<file path="src/rtl/vdp_host_pkg.sv">
// rtl/vdp_host_pkg.sv - shared types and constants for the V9958 host port
// Contents:
//   cmd_op_t    : host command opcodes (values 5-7 are reserved)
//   bus_state_t : phases of one byte cycle on the CPU port
//   PORT_*      : mode values selecting the VDP port
//   CTRL_*      : control-port flag bits carried in the second byte
package vdp_host_pkg;

   typedef enum logic [2:0] {
      OP_RAW_WR   = 3'd0,
      OP_RAW_RD   = 3'd1,
      OP_REG_WR   = 3'd2,
      OP_VADDR_WR = 3'd3,
      OP_VADDR_RD = 3'd4
   } cmd_op_t;

   typedef enum logic [2:0] {
      BUS_IDLE,
      BUS_SETUP,
      BUS_STROBE,
      BUS_HOLD,
      BUS_RECOVER
   } bus_state_t;

   localparam logic [1:0] PORT_DATA = 2'd0;
   localparam logic [1:0] PORT_CTRL = 2'd1;
   localparam logic [1:0] PORT_PAL  = 2'd2;
   localparam logic [1:0] PORT_IND  = 2'd3;

   localparam logic [7:0] CTRL_REG   = 8'h80;
   localparam logic [7:0] CTRL_WADDR = 8'h40;

endpackage

</file>
<file path="src/rtl/vdp_bus_cycle.sv">
// rtl/vdp_bus_cycle.sv - single-byte CPU-port cycle engine (setup/strobe/hold/recover)
// Ports:
//   clk, reset_n          : clock, asynchronous active-low reset
//   start                 : launch a byte; honoured in IDLE and on the last RECOVER cycle
//   start_port/wr/data    : port, direction (1 = write) and write byte for the launched cycle
//   finish                : high on the last RECOVER cycle of a byte
//   rd_data               : byte captured on the last STROBE cycle of a read, held otherwise
//   csw_n, csr_n          : write / read strobes, active low
//   mode, cd_o, cd_oe     : port select, bus drive data, bus output enable
//   cd_i                  : bus sample data
module vdp_bus_cycle
   import vdp_host_pkg::*;
#(
   parameter int SETUP_CYC    = 2,
   parameter int STROBE_CYC   = 6,
   parameter int HOLD_CYC     = 2,
   parameter int RECOVERY_CYC = 4
) (
   input  logic       clk,
   input  logic       reset_n,
   input  logic       start,
   input  logic [1:0] start_port,
   input  logic       start_wr,
   input  logic [7:0] start_data,
   input  logic [7:0] cd_i,
   output logic       finish,
   output logic [7:0] rd_data,
   output logic       csw_n,
   output logic       csr_n,
   output logic [1:0] mode,
   output logic [7:0] cd_o,
   output logic       cd_oe
);

   localparam int MAX_A   = (SETUP_CYC > STROBE_CYC) ? SETUP_CYC : STROBE_CYC;
   localparam int MAX_B   = (HOLD_CYC > RECOVERY_CYC) ? HOLD_CYC : RECOVERY_CYC;
   localparam int MAX_CYC = (MAX_A > MAX_B) ? MAX_A : MAX_B;
   localparam int CW      = $clog2(MAX_CYC) + 1;

   localparam logic [CW-1:0] L_SETUP   = CW'(SETUP_CYC - 1);
   localparam logic [CW-1:0] L_STROBE  = CW'(STROBE_CYC - 1);
   localparam logic [CW-1:0] L_HOLD    = CW'(HOLD_CYC - 1);
   localparam logic [CW-1:0] L_RECOVER = CW'(RECOVERY_CYC - 1);

   bus_state_t    state_q, state_d;
   logic [CW-1:0] cnt_q, cnt_d;
   logic          wr_q, wr_d;
   logic [1:0]    mode_q, mode_d;
   logic [7:0]    cd_q, cd_d;
   logic [7:0]    rd_q, rd_d;
   logic          launch;
   logic          cnt_zero;

   assign cnt_zero = (cnt_q == '0);

   always_comb begin
      state_d = state_q;
      cnt_d   = cnt_q;
      wr_d    = wr_q;
      mode_d  = mode_q;
      cd_d    = cd_q;
      rd_d    = rd_q;
      finish  = 1'b0;
      launch  = 1'b0;
      case (state_q)
         BUS_IDLE: launch = start;
         BUS_SETUP: begin
            if (cnt_zero) begin
               state_d = BUS_STROBE;
               cnt_d   = L_STROBE;
            end else begin
               cnt_d = cnt_q - CW'(1);
            end
         end
         BUS_STROBE: begin
            if (cnt_zero) begin
               // sample as late as possible so the responder has had the whole pulse to drive
               if (!wr_q) rd_d = cd_i;
               state_d = BUS_HOLD;
               cnt_d   = L_HOLD;
            end else begin
               cnt_d = cnt_q - CW'(1);
            end
         end
         BUS_HOLD: begin
            if (cnt_zero) begin
               state_d = BUS_RECOVER;
               cnt_d   = L_RECOVER;
            end else begin
               cnt_d = cnt_q - CW'(1);
            end
         end
         BUS_RECOVER: begin
            if (cnt_zero) begin
               finish  = 1'b1;
               state_d = BUS_IDLE;
               // chaining here lets a second byte follow without an extra IDLE cycle
               launch  = start;
            end else begin
               cnt_d = cnt_q - CW'(1);
            end
         end
         default: state_d = BUS_IDLE;
      endcase
      if (launch) begin
         state_d = BUS_SETUP;
         cnt_d   = L_SETUP;
         wr_d    = start_wr;
         mode_d  = start_port;
         cd_d    = start_data;
      end
   end

   always_ff @(posedge clk or negedge reset_n) begin
      if (!reset_n) begin
         state_q <= BUS_IDLE;
         cnt_q   <= '0;
         wr_q    <= 1'b0;
         mode_q  <= 2'd0;
         cd_q    <= 8'h00;
         rd_q    <= 8'h00;
      end else begin
         state_q <= state_d;
         cnt_q   <= cnt_d;
         wr_q    <= wr_d;
         mode_q  <= mode_d;
         cd_q    <= cd_d;
         rd_q    <= rd_d;
      end
   end

   // strobes and enable decode straight from flops so reset releases the bus without a clock
   assign csw_n   = ~((state_q == BUS_STROBE) & wr_q);
   assign csr_n   = ~((state_q == BUS_STROBE) & ~wr_q);
   assign cd_oe   = wr_q & ((state_q == BUS_SETUP) | (state_q == BUS_STROBE) | (state_q == BUS_HOLD));
   assign mode    = mode_q;
   assign cd_o    = cd_q;
   assign rd_data = rd_q;

endmodule

</file>
<file path="src/rtl/vdp_host_port.sv">
// rtl/vdp_host_port.sv - V9958 CPU-port host initiator with command expansion
// Ports:
//   clk, reset_n             : clock, asynchronous active-low reset
//   cmd_valid/cmd_ready      : command handshake, ready only while idle
//   cmd_op, cmd_port, cmd_data : opcode, raw port, payload (sampled at accept only)
//   done, rsp_data           : completion pulse, last read byte
//   csw_n, csr_n, mode       : strobes and port select to the VDP
//   cd_o, cd_oe, cd_i        : bus drive data, drive enable, sample data
module vdp_host_port
   import vdp_host_pkg::*;
#(
   parameter int SETUP_CYC    = 2,
   parameter int STROBE_CYC   = 6,
   parameter int HOLD_CYC     = 2,
   parameter int RECOVERY_CYC = 4
) (
   input  logic        clk,
   input  logic        reset_n,
   input  logic        cmd_valid,
   output logic        cmd_ready,
   input  logic [2:0]  cmd_op,
   input  logic [1:0]  cmd_port,
   input  logic [13:0] cmd_data,
   output logic        done,
   output logic [7:0]  rsp_data,
   output logic        csw_n,
   output logic        csr_n,
   output logic [1:0]  mode,
   output logic [7:0]  cd_o,
   output logic        cd_oe,
   input  logic [7:0]  cd_i
);

   logic       busy_q, busy_d;
   logic       bi_q, bi_d;
   logic [1:0] nb_q, nb_d;
   logic [7:0] b1_q, b1_d;
   logic       done_q, done_d;

   logic       dec_reserved;
   logic [1:0] dec_port;
   logic       dec_wr;
   logic [7:0] dec_b0, dec_b1;
   logic [1:0] dec_nb;

   logic       eng_start, eng_wr, eng_finish;
   logic [1:0] eng_port;
   logic [7:0] eng_data;

   logic       accept;

   assign cmd_ready = ~busy_q;
   assign accept    = cmd_valid & ~busy_q;

   // expand the command into first byte, optional second control-port byte
   always_comb begin
      dec_reserved = 1'b0;
      dec_port     = PORT_CTRL;
      dec_wr       = 1'b1;
      dec_b0       = cmd_data[7:0];
      dec_b1       = 8'h00;
      dec_nb       = 2'd2;
      case (cmd_op)
         OP_RAW_WR: begin
            dec_port = cmd_port;
            dec_nb   = 2'd1;
         end
         OP_RAW_RD: begin
            dec_port = cmd_port;
            dec_wr   = 1'b0;
            dec_b0   = 8'h00;
            dec_nb   = 2'd1;
         end
         OP_REG_WR:   dec_b1 = CTRL_REG | {2'b00, cmd_data[13:8]};
         OP_VADDR_WR: dec_b1 = CTRL_WADDR | {2'b00, cmd_data[13:8]};
         OP_VADDR_RD: dec_b1 = {2'b00, cmd_data[13:8]};
         default: begin
            dec_reserved = 1'b1;
            dec_nb       = 2'd1;
         end
      endcase
   end

   always_comb begin
      busy_d    = busy_q;
      bi_d      = bi_q;
      nb_d      = nb_q;
      b1_d      = b1_q;
      done_d    = 1'b0;
      eng_start = 1'b0;
      eng_port  = dec_port;
      eng_wr    = dec_wr;
      eng_data  = dec_b0;
      if (accept) begin
         if (dec_reserved) begin
            done_d = 1'b1;
         end else begin
            busy_d    = 1'b1;
            bi_d      = 1'b0;
            nb_d      = dec_nb;
            b1_d      = dec_b1;
            eng_start = 1'b1;
         end
      end else if (busy_q && eng_finish) begin
         if ({1'b0, bi_q} < (nb_q - 2'd1)) begin
            bi_d      = 1'b1;
            eng_start = 1'b1;
            eng_port  = PORT_CTRL;
            eng_wr    = 1'b1;
            eng_data  = b1_q;
         end else begin
            busy_d = 1'b0;
            done_d = 1'b1;
         end
      end
   end

   always_ff @(posedge clk or negedge reset_n) begin
      if (!reset_n) begin
         busy_q <= 1'b0;
         bi_q   <= 1'b0;
         nb_q   <= 2'd1;
         b1_q   <= 8'h00;
         done_q <= 1'b0;
      end else begin
         busy_q <= busy_d;
         bi_q   <= bi_d;
         nb_q   <= nb_d;
         b1_q   <= b1_d;
         done_q <= done_d;
      end
   end

   assign done = done_q;

   vdp_bus_cycle #(
      .SETUP_CYC    (SETUP_CYC),
      .STROBE_CYC   (STROBE_CYC),
      .HOLD_CYC     (HOLD_CYC),
      .RECOVERY_CYC (RECOVERY_CYC)
   ) u_bus_cycle (
      .clk        (clk),
      .reset_n    (reset_n),
      .start      (eng_start),
      .start_port (eng_port),
      .start_wr   (eng_wr),
      .start_data (eng_data),
      .cd_i       (cd_i),
      .finish     (eng_finish),
      .rd_data    (rsp_data),
      .csw_n      (csw_n),
      .csr_n      (csr_n),
      .mode       (mode),
      .cd_o       (cd_o),
      .cd_oe      (cd_oe)
   );

endmodule

</file>
<file path="config.mk">
export PLATFORM = sky130hd
export DESIGN_NAME = vdp_host_port
export DESIGN_NICKNAME = d
export VERILOG_FILES = /design/src/rtl/vdp_host_pkg.sv /design/src/rtl/vdp_bus_cycle.sv /design/src/rtl/vdp_host_port.sv
export SDC_FILE = /design/constraint.sdc
export NUM_CORES = 1
export LEC_CHECK = 0
export ABC_AREA = 1
export CAP_MARGIN = 30
export CORE_ASPECT_RATIO = 0.5
export CORE_MARGIN = 4
export CORE_UTILIZATION = 52
export CTS_BUF_LIST = sky130_fd_sc_hd__clkbuf_16
export DETAILED_ROUTE_END_ITERATION = 8
export PLACE_DENSITY_LB_ADDON = 0.2
export SYNTH_ARGS = -nofsm -noshare
export SYNTH_HDL_FRONTEND = slang
export SYNTH_SLANG_ARGS = --single-unit
</file>
<file path="constraint.sdc">
create_clock -name clk -period 4.06 [get_ports clk]
set_input_delay 0.812 -clock clk [delete_from_list [all_inputs] [get_ports clk]]
set_output_delay 0.812 -clock clk [all_outputs]
set_load 0.005 [all_outputs]
</file>
After elaboration in Yosys (flattened, before gate mapping). Cells that the tools add are included.

Register bits after elaboration: 39. Bits in latches: 0. RAM bits: 0. Bits in read-only memories: 0. Bits of input ports: 30. Output and inout bits: 23. Logic and storage cells: 102. Memories kept: 0.

Add/subtract/negate cells: 2. Multiply operators: 0. Div/mod/pow operators: 0. $lt $le $gt $ge: 1. Equal/unequal tests: 16. Shift operators: 0. Mux-type cells: 46. Bitwise operators: 10. Reductions and logical operators: 16.

Operators with widths (count): $mux W8 (4); $pmux W8 S3 (1); $mux W1 (23); $mux W4 (5); $pmux W4 S4 (1); $mux W3 (5); $pmux W3 S5 (1); $eq A3 B2 Y1 const B (4); $ne A3 B1 Y1 const B (4); $mux W2 (5); $reduce_and A3 Y1 (3); $eq A3 B1 Y1 const B (2); $eq A3 B3 Y1 const B (2); $logic_not A3 Y1 (2); $reduce_and A5 Y1 (1); $reduce_bool A5 Y1 (1); $reduce_or A5 Y1 (1); $and A1 B1 Y1 (4); $logic_not A4 Y1 (1); $ne A2 B2 Y1 const B (2); $not A1 Y1 (4); $reduce_and A2 Y1 (2); $reduce_bool A2 Y1 (2); $sub A4 B1 Y4 const B (1); 9 further kinds (10).

Logic depth before layout (Yosys ltp). Gate-level depths: netlist of run 1.

Depth in word-level cells: 10. Gate-level depth with buffers: 10. Gate-level depth less buffers: 10.

Hierarchy. A second synthesis of run 1 with hierarchy kept.

Cells, all modules: 273. Area total of the unflattened synthesis: 2084.5 um2.

Modules (own cells, without submodules): vdp_bus_cycle (times used 1, cells each 154, area an instance 1272.5 um2, sequential area each 650.6 um2); vdp_host_port (times used 1, cells each 119, area an instance 812.0 um2, sequential area each 326.6 um2).

Worst setup path after synthesis of run 1. OpenSTA, ideal clock, no wires.

Path type: flip-flop to output port. Start: reg u_bus_cycle.state_q[1]. End: out csr_n. Arrival: 0.975 ns. Required time: 3.248 ns. Path slack: 2.273 ns. Stages on the path, launching flop included: 8. Path buffers: 0. Path through: dfrtp_1 > inv_1 > nor2_1 > inv_1 > nor2_1 > inv_2 > nor2_8 > inv_1.

Longest elaborated chain between the ends: 3.

RTL lines: start, declared (line vdp_bus_cycle.sv:45) `bus_state_t state_q, state_d;`; start signal, assigned (line vdp_bus_cycle.sv:123) `state_q <= state_d;`; $eq A3 B2 Y1 (line vdp_bus_cycle.sv:134) `assign csr_n = ~((state_q == BUS_STROBE) & ~wr_q);`; $and A1 B1 Y1 (line vdp_bus_cycle.sv:134); $not A1 Y1 (line vdp_bus_cycle.sv:134); end, declared (line vdp_host_port.sv:27) `output logic csr_n,`.

Every way passes these cells.

Worst setup path in the final report of run 1. Same ends and word-level chain as after synthesis.

==> results of run 1 <==
cell type report:
type,instances,area (um^2),share of cell area (%)
Sequential cell,39,977,35.8
Tap cell,51,63.8,2.34
Inverter,35,131,4.81
Timing Repair Buffer,52,515,18.9
Clock buffer,5,125,4.58
Clock inverter,3,43.8,1.60
Multi-Input combinational cell,176,875,32.0
logic make-up after synthesis:
logic type	share of synthesized area, %
xor gates and xnor gates	0.431
DFF	48.1
buffers and inverters	8.81
adders and majority gates	1.23
and+or+nand+nor	30.9
AOI/OAI and AO/OA	10.5
per-stage QoR:
step	setup slack (ns)	hold slack [ns]	utilization, %	cells	cell area, um^2
floorplan	2.27	0.447	-	256	2030
global placement	1.62	0.454	71.5	353	2560
detailed placement	1.52	0.460	71.5	353	2560
CTS	1.39	0.475	76.2	361	2730
global route	1.27	0.495	76.2	361	2730
finish	1.42	0.471	76.2	361	2730
flip-flops by register name, summed over array words and instances (netlist names):
register	cells
b1_q	8
u_bus_cycle.cd_o	8
u_bus_cycle.rd_data	8
u_bus_cycle.cnt_q	4
u_bus_cycle.state_q	3
nb_q	2
u_bus_cycle.mode	2
bi_q	1
busy_q	1
done	1
u_bus_cycle.wr_q	1
cell usage after synthesis, drive strengths merged:
| master | count |
|---|---|
| nand2 | 101 |
| dfrtp | 38 |
| inv | 35 |
| nand3 | 27 |
| o21ai | 24 |
| nor2 | 11 |
| buf | 6 |
| a21oi | 2 |
| a22o | 2 |
| ha | 2 |
| o211ai | 2 |
| dfstp | 1 |
| nand4 | 1 |
| o21bai | 1 |
| o22ai | 1 |
| o41ai | 1 |
| xor2 | 1 |
worst paths after layout:
check | start | endpoint | slack (ns) | cells after the start
worst max-delay path | u_bus_cycle.state_q[1] | csr_n | 1.42 | 8
worst min-delay path | u_bus_cycle.rd_data[7] | u_bus_cycle.rd_data[7] | 0.47 | 2
worst max register to register | u_bus_cycle.cnt_q[0] | busy_q | 2.21 | 7
worst min register to register | u_bus_cycle.rd_data[7] | u_bus_cycle.rd_data[7] | 0.47 | 2
max in group asynchronous | reset_n | b1_q[3] | 2.90 | 1
min in group asynchronous | reset_n | u_bus_cycle.rd_data[1] | 0.63 | 1
per-layer routing:
metal	up-vias	routed length, um
li1	913	-
met1	861	2140
met2	68	2210
met3	5	385
met4	0	31
met5	-	0
where the power goes:
group | switching (mW) | internal [mW] | total, mW
Clock | 0.152 | 0.289 | 0.442
Combinational | 0.386 | 0.367 | 0.753
Sequential | 0.109 | 0.552 | 0.660
Total | 0.646 | 1.21 | 1.85
worst reg2reg max path: stages (launching register included):
cell	delay, ns
sky130_fd_sc_hd__dfrtp_1	0.35
sky130_fd_sc_hd__inv_1	0.14
sky130_fd_sc_hd__ha_1	0.22
sky130_fd_sc_hd__nand2_1	0.20
sky130_fd_sc_hd__inv_2	0.26
sky130_fd_sc_hd__nand3_1	0.23
sky130_fd_sc_hd__o21ai_0	0.24
sky130_fd_sc_hd__nand2_1	0.08
==> flow_results.xml, run 1 <==
<?xml version="1.0" encoding="UTF-8"?>
<metrics>
  <group name="floorplanning">
    <metric name="floorplan.initialDensity" unit="%">56.6</metric>
    <metric name="fp.dieArea" unit="um^2">5030</metric>
    <metric name="die_h" unit="um">52.2</metric>
    <metric name="core.rowCount" unit="">15</metric>
    <metric name="floorplan.io_pins" unit="">53</metric>
    <metric name="placeableCoreArea" unit="um^2">3580</metric>
    <metric name="fp.dieW" unit="um">96.4</metric>
  </group>
  <group name="routing">
    <metric name="routed_vias_inst" unit="">5.12</metric>
    <metric name="drc" unit="">0</metric>
    <metric name="antenna_left" unit="">0</metric>
    <metric name="detailroute.via_count" unit="">1847</metric>
    <metric name="detail_route.wirelength" unit="mm">4.77</metric>
    <metric name="detailedRoute.firstPassIterationCount" unit="">4</metric>
    <metric name="detail_route.wl_per_cell" unit="um">13.2</metric>
    <metric name="drt_iter0_markers" unit="">92</metric>
  </group>
  <group name="power">
    <metric name="post-layout-total-power" unit="mW">1.85</metric>
    <metric name="power-per-cell-area" unit="nW/um^2">679</metric>
    <metric name="worst_ir_drop_vdd" unit="V">0.000273</metric>
    <metric name="power.static_leakage" unit="nW">1.44</metric>
  </group>
  <group name="timing">
    <metric name="finalHoldViolCount" unit="">0</metric>
    <metric name="timing.slew.headroom" unit="%">44.5</metric>
    <metric name="final.period_utilization" unit="%">65.1</metric>
    <metric name="fmax" unit="GHz">0.378</metric>
    <metric name="unrepaired_setup_endpoints_after_global_routing" unit="">false</metric>
    <metric name="timing_worst_slew_pin_value" unit="ns">0.832</metric>
    <metric name="timing.clock.skew" unit="ns">0.00399</metric>
    <metric name="setup_viol_count_final" unit="">0</metric>
    <metric name="timing_max_transition_violations_final" unit="">0</metric>
    <metric name="final_period_minus_worst_setup_slack" unit="ns">2.64</metric>
    <metric name="finalSetupTns" unit="ns">0</metric>
  </group>
  <group name="setup_path">
    <metric name="crit_path_max_fanout" unit="">10</metric>
    <metric name="worstPathArrival" unit="ns">1.83</metric>
    <metric name="crit_family" unit="">buffers and inverters</metric>
    <metric name="critPathRequiredTime" unit="ns">3.25</metric>
    <metric name="worstPathCellList" unit="">inv_1 &gt; nor2_1 &gt; inv_1 &gt; nor2_1 &gt; inv_2 &gt; nor2_8 &gt; inv_1 &gt; clkdlybuf4s50_1</metric>
    <metric name="critical-path-top-cell-by-count" unit="">sky130_fd_sc_hd__inv_1</metric>
    <metric name="critical-path-max-stage-delay" unit="ns">0.45</metric>
    <metric name="worst_setup_path_start_kind" unit="">flip-flop</metric>
    <metric name="cp_num_buf_inv" unit="">5</metric>
    <metric name="worst-setup-path-type" unit="">reg2out</metric>
    <metric name="crit_slowest_cell" unit="">sky130_fd_sc_hd__clkdlybuf4s50_1</metric>
    <metric name="crit_path_end_kind" unit="">output port</metric>
  </group>
  <group name="logic_synthesis">
    <metric name="synthesis_stage_register_bit_count" unit="">39</metric>
    <metric name="netlist-cell-type-count" unit="">29</metric>
    <metric name="synth_cells" unit="">256</metric>
    <metric name="synth.yosys.warnings" unit="">0</metric>
    <metric name="synth.net_count" unit="">288</metric>
    <metric name="ys_seq_area_share" unit="%">48.1</metric>
    <metric name="synth_top_cells_by_area" unit="">sky130_fd_sc_hd__dfrtp_1 (47%), sky130_fd_sc_hd__nand2_1 (18%), sky130_fd_sc_hd__nand3_1 (6.4%)</metric>
    <metric name="area_of_the_mapped_netlist" unit="um^2">2030</metric>
    <metric name="yosys.area.top_type_share" unit="%">46.8</metric>
    <metric name="synth_area_per_cell" unit="um^2">7.93</metric>
    <metric name="post-synth-top-area-cell" unit="">sky130_fd_sc_hd__dfrtp_1</metric>
  </group>
  <group name="cts">
    <metric name="buffer_cell_driving_the_clock_tree_root" unit="">sky130_fd_sc_hd__clkbuf_16</metric>
    <metric name="ctsHoldBuffers" unit="">0</metric>
    <metric name="ctsLongestPathBuffers" unit="">2</metric>
    <metric name="cts_made_buffers" unit="">5</metric>
    <metric name="clock_insertion_delay_worst_skew" unit="ns">0.28</metric>
    <metric name="clock_sinks" unit="">39</metric>
    <metric name="post_cts.repair.setup_buffers" unit="">0</metric>
    <metric name="clock_tree.htree_level_count" unit="">2</metric>
    <metric name="tritoncts" unit="">built</metric>
    <metric name="clk_pin_slew_worst_paths" unit="ns">0.06</metric>
    <metric name="post_cts.resized_instances" unit="">0</metric>
  </group>
  <group name="place">
    <metric name="place_congestion" unit="">0.867</metric>
    <metric name="io_buffers" unit="">52</metric>
    <metric name="post-dp-hpwl" unit="mm">3.51</metric>
  </group>
  <group name="global_routing">
    <metric name="grt_pass1_vias" unit="">1768</metric>
    <metric name="antenna_found_initial" unit="">0</metric>
    <metric name="grt_util_overall" unit="%">20.7</metric>
    <metric name="grt.met3_usage" unit="%">5.74</metric>
    <metric name="globalRoute.busiestLayer" unit="">met2</metric>
    <metric name="largest_net_degree_at_the_start_of_global_routing" unit="">40</metric>
    <metric name="globalRoute.totalOverflow" unit="">0</metric>
    <metric name="grt_first_pass_wirelength" unit="mm">7.88</metric>
    <metric name="grtUsageMet1" unit="%">26.3</metric>
    <metric name="groute.layer.met2.usage" unit="%">34.3</metric>
  </group>
  <group name="cells_and_area">
    <metric name="final_nets" unit="">341</metric>
    <metric name="antennaDiodeCount" unit="">0</metric>
    <metric name="area_delta_synth_final" unit="%">34.5</metric>
    <metric name="final.fill_count" unit="">264</metric>
    <metric name="layout.cells.most_common_list" unit="">sky130_fd_sc_hd__nand2_1 (96), sky130_fd_sc_hd__clkdlybuf4s50_1 (51), sky130_fd_sc_hd__dfrtp_1 (38)</metric>
    <metric name="post_route_cells_drive_above_1_share" unit="%">10.3</metric>
    <metric name="layout_commonest_cell" unit="">sky130_fd_sc_hd__nand2_1</metric>
  </group>
  <group name="flow_run">
    <metric name="max-cap-violations" unit="">0</metric>
  </group>
  <group name="hold_path">
    <metric name="min_path_type" unit="">reg2reg</metric>
  </group>
  <group name="outcome">
    <metric name="run_status" unit="">finished, final reports clean</metric>
  </group>
</metrics>
(Power assumes the default switching activity.)
==> run 2: changes to the inputs <==
Settings changed: CORE_UTILIZATION 52 to 48.
Clock period 4.06 ns to 2.5 ns, I/O delays scaled along.
==> flow_results.xml, run 2 (synthesized netlist as in run 1, its figures left out) <==
<?xml version="1.0" encoding="UTF-8"?>
<metrics>
  <group name="timing">
    <metric name="timing_max_transition_violations_final" unit="">0</metric>
    <metric name="unrepaired_setup_endpoints_after_global_routing" unit="">false</metric>
    <metric name="final_period_minus_worst_setup_slack" unit="ns">2.30</metric>
    <metric name="final.period_utilization" unit="%">92.0</metric>
    <metric name="finalSetupTns" unit="ns">0</metric>
    <metric name="timing.slew.headroom" unit="%">44.0</metric>
    <metric name="timing_worst_slew_pin_value" unit="ns">0.839</metric>
    <metric name="finalHoldViolCount" unit="">0</metric>
    <metric name="finalWorstSetupSlack" unit="ns">0.199</metric>
    <metric name="setup_viol_count_final" unit="">0</metric>
    <metric name="fmax" unit="GHz">0.435</metric>
    <metric name="timing.clock.skew" unit="ns">0.00501</metric>
    <metric name="fin_hold_ws" unit="ns">0.323</metric>
  </group>
  <group name="routing">
    <metric name="met3_wl" unit="um">312</metric>
    <metric name="met2WireLength" unit="mm">2.25</metric>
    <metric name="drt_iter0_markers" unit="">62</metric>
    <metric name="detailedRoute.firstPassIterationCount" unit="">4</metric>
    <metric name="routed_vias_inst" unit="">5.04</metric>
    <metric name="detailroute.via_count" unit="">1834</metric>
    <metric name="top_routing_layer_in_use" unit="">met4</metric>
    <metric name="detail_route.wl_per_cell" unit="um">13.1</metric>
    <metric name="route.layer.met1.wl" unit="mm">2.18</metric>
    <metric name="detail_route.wirelength" unit="mm">4.78</metric>
    <metric name="drc" unit="">0</metric>
    <metric name="antenna_left" unit="">0</metric>
  </group>
  <group name="cells_and_area">
    <metric name="antennaDiodeCount" unit="">0</metric>
    <metric name="fin_area" unit="um^2">2740</metric>
    <metric name="final_nets" unit="">341</metric>
    <metric name="final.fill_count" unit="">332</metric>
    <metric name="area_delta_synth_final" unit="%">34.7</metric>
    <metric name="layout.cells.most_common_list" unit="">sky130_fd_sc_hd__nand2_1 (96), sky130_fd_sc_hd__clkdlybuf4s50_1 (51), sky130_fd_sc_hd__dfrtp_1 (38)</metric>
    <metric name="post_route_cells_drive_above_1_share" unit="%">10.3</metric>
    <metric name="layout_commonest_cell" unit="">sky130_fd_sc_hd__nand2_1</metric>
  </group>
  <group name="cts">
    <metric name="post_cts.resized_instances" unit="">0</metric>
    <metric name="buffer_cell_driving_the_clock_tree_root" unit="">sky130_fd_sc_hd__clkbuf_16</metric>
    <metric name="ctsLongestPathBuffers" unit="">2</metric>
    <metric name="ctsHoldBuffers" unit="">0</metric>
    <metric name="clock_sinks" unit="">39</metric>
    <metric name="tritoncts" unit="">built</metric>
    <metric name="clock_insertion_delay_worst_skew" unit="ns">0.28</metric>
    <metric name="clk_pin_slew_worst_paths" unit="ns">0.06</metric>
    <metric name="post_cts.repair.setup_buffers" unit="">0</metric>
    <metric name="cts_made_buffers" unit="">5</metric>
    <metric name="clock_tree.htree_level_count" unit="">2</metric>
  </group>
  <group name="setup_path">
    <metric name="worstPathArrival" unit="ns">1.80</metric>
    <metric name="critPathRequiredTime" unit="ns">2.00</metric>
    <metric name="worst-setup-path-type" unit="">reg2out</metric>
    <metric name="crit_path_end_kind" unit="">output port</metric>
    <metric name="worst_setup_path_start_kind" unit="">flip-flop</metric>
    <metric name="crit_path_max_fanout" unit="">10</metric>
  </group>
  <group name="outcome">
    <metric name="run_status" unit="">finished, final reports clean</metric>
  </group>
  <group name="global_routing">
    <metric name="grt_first_pass_wirelength" unit="mm">7.82</metric>
    <metric name="largest_net_degree_at_the_start_of_global_routing" unit="">40</metric>
    <metric name="grt_pass1_vias" unit="">1772</metric>
    <metric name="antenna_found_initial" unit="">0</metric>
    <metric name="grt_util_overall" unit="%">19.3</metric>
    <metric name="globalRoute.totalOverflow" unit="">0</metric>
  </group>
  <group name="flow_run">
    <metric name="max-cap-violations" unit="">0</metric>
  </group>
  <group name="place">
    <metric name="pre_cts_ws" unit="ns">0.261</metric>
    <metric name="place_congestion" unit="">0.832</metric>
    <metric name="place_area" unit="um^2">2570</metric>
    <metric name="io_buffers" unit="">52</metric>
    <metric name="post-dp-hpwl" unit="mm">3.54</metric>
  </group>
  <group name="floorplanning">
    <metric name="die_h" unit="um">54.0</metric>
    <metric name="floorplan.initialDensity" unit="%">51.0</metric>
    <metric name="floorplan.io_pins" unit="">53</metric>
    <metric name="fp.dieW" unit="um">100</metric>
    <metric name="fp.dieArea" unit="um^2">5400</metric>
    <metric name="placeableCoreArea" unit="um^2">3980</metric>
    <metric name="core.rowCount" unit="">16</metric>
  </group>
  <group name="power">
    <metric name="power-per-cell-area" unit="nW/um^2">1100</metric>
    <metric name="worst_ir_drop_vdd" unit="V">0.000447</metric>
    <metric name="power.static_leakage" unit="nW">1.44</metric>
  </group>
  <group name="hold_path">
    <metric name="min_path_type" unit="">in2async</metric>
  </group>
</metrics>
[run 2: cell counts in the layout (fill, tap and decap cells not counted)]
Identical to the previous run, type by type.
[run 2: final cells by class]
type,count,area (um^2),share of cell area (%)
repair buffers,52,515,18.8
clock inverters,3,43.8,1.60
multi-input cells,176,875,32.0
flip-flops and latches,39,977,35.7
inverters,35,131,4.80
well taps,54,67.6,2.47
clock buffers,5,125,4.57
[run 2: path summary, 6_finish.rpt]
path	start	end	slack, ns	depth (start not counted)
max reg2reg	u_bus_cycle.cnt_q[0]	u_bus_cycle.cd_o[1]	0.71	9
min in group clk	u_bus_cycle.rd_data[2]	u_bus_cycle.rd_data[2]	0.47	2
min	reset_n	u_bus_cycle.rd_data[2]	0.32	1
max	u_bus_cycle.state_q[1]	csr_n	0.20	8
min reg2reg	u_bus_cycle.rd_data[2]	u_bus_cycle.rd_data[2]	0.47	2
max in group asynchronous	reset_n	b1_q[7]	1.65	1
[run 2: where the power goes]
part / internal (mW) / switching [mW] / leakage [nW] / total (mW)
Clock: 0.470 / 0.240 / 0.0838 / 0.709
Sequential: 0.896 / 0.183 / 0.479 / 1.08
Combinational: 0.595 / 0.614 / 0.879 / 1.21
[run 2: layer usage]
layer	global-route usage (%)	vias up
li1	-	918
met1	22.2	862
met2	35.1	50
met3	6.08	4
met4	6.26	0
met5	0	-
[run 2: worst max-delay path, stage by stage (launching register included)]
cell and delay [ns]:
sky130_fd_sc_hd__dfrtp_1 0.38, sky130_fd_sc_hd__inv_1 0.08, sky130_fd_sc_hd__nor2_1 0.08, sky130_fd_sc_hd__inv_1 0.07
sky130_fd_sc_hd__nor2_1 0.15, sky130_fd_sc_hd__inv_2 0.10, sky130_fd_sc_hd__nor2_8 0.16, sky130_fd_sc_hd__inv_1 0.06
sky130_fd_sc_hd__clkdlybuf4s50_1 0.44
[run 2: stage by stage]
stage / cells / utilization [%] / power, mW
2_1_floorplan: 256 / - / 1.74
3_3_place_gp: 356 / 64.4 / 2.25
3_5_place_dp: 356 / 64.4 / 2.28
4_1_cts: 364 / 68.7 / 3.03
5_1_grt: 364 / 68.7 / 3.23
6_report: 364 / 68.7 / 3.00
==> run 3: changes to the inputs <==
==> constraint.sdc (replaced) <==
create_clock -name clk -period 2.5 [get_ports clk]
set_input_delay 0.375 -clock clk [delete_from_list [all_inputs] [get_ports clk]]
set_output_delay 0.375 -clock clk [all_outputs]
set_load 0.005 [all_outputs]
==> results of run 3 <==
Same layout as run 2 (identical final DEF). Status: finished, final reports clean.
Main changes from that run: setup slack after placement 0.261 ns -> 0.386 ns; setup slack after layout 0.199 ns -> 0.324 ns; hold slack 0.323 ns -> 0.198 ns
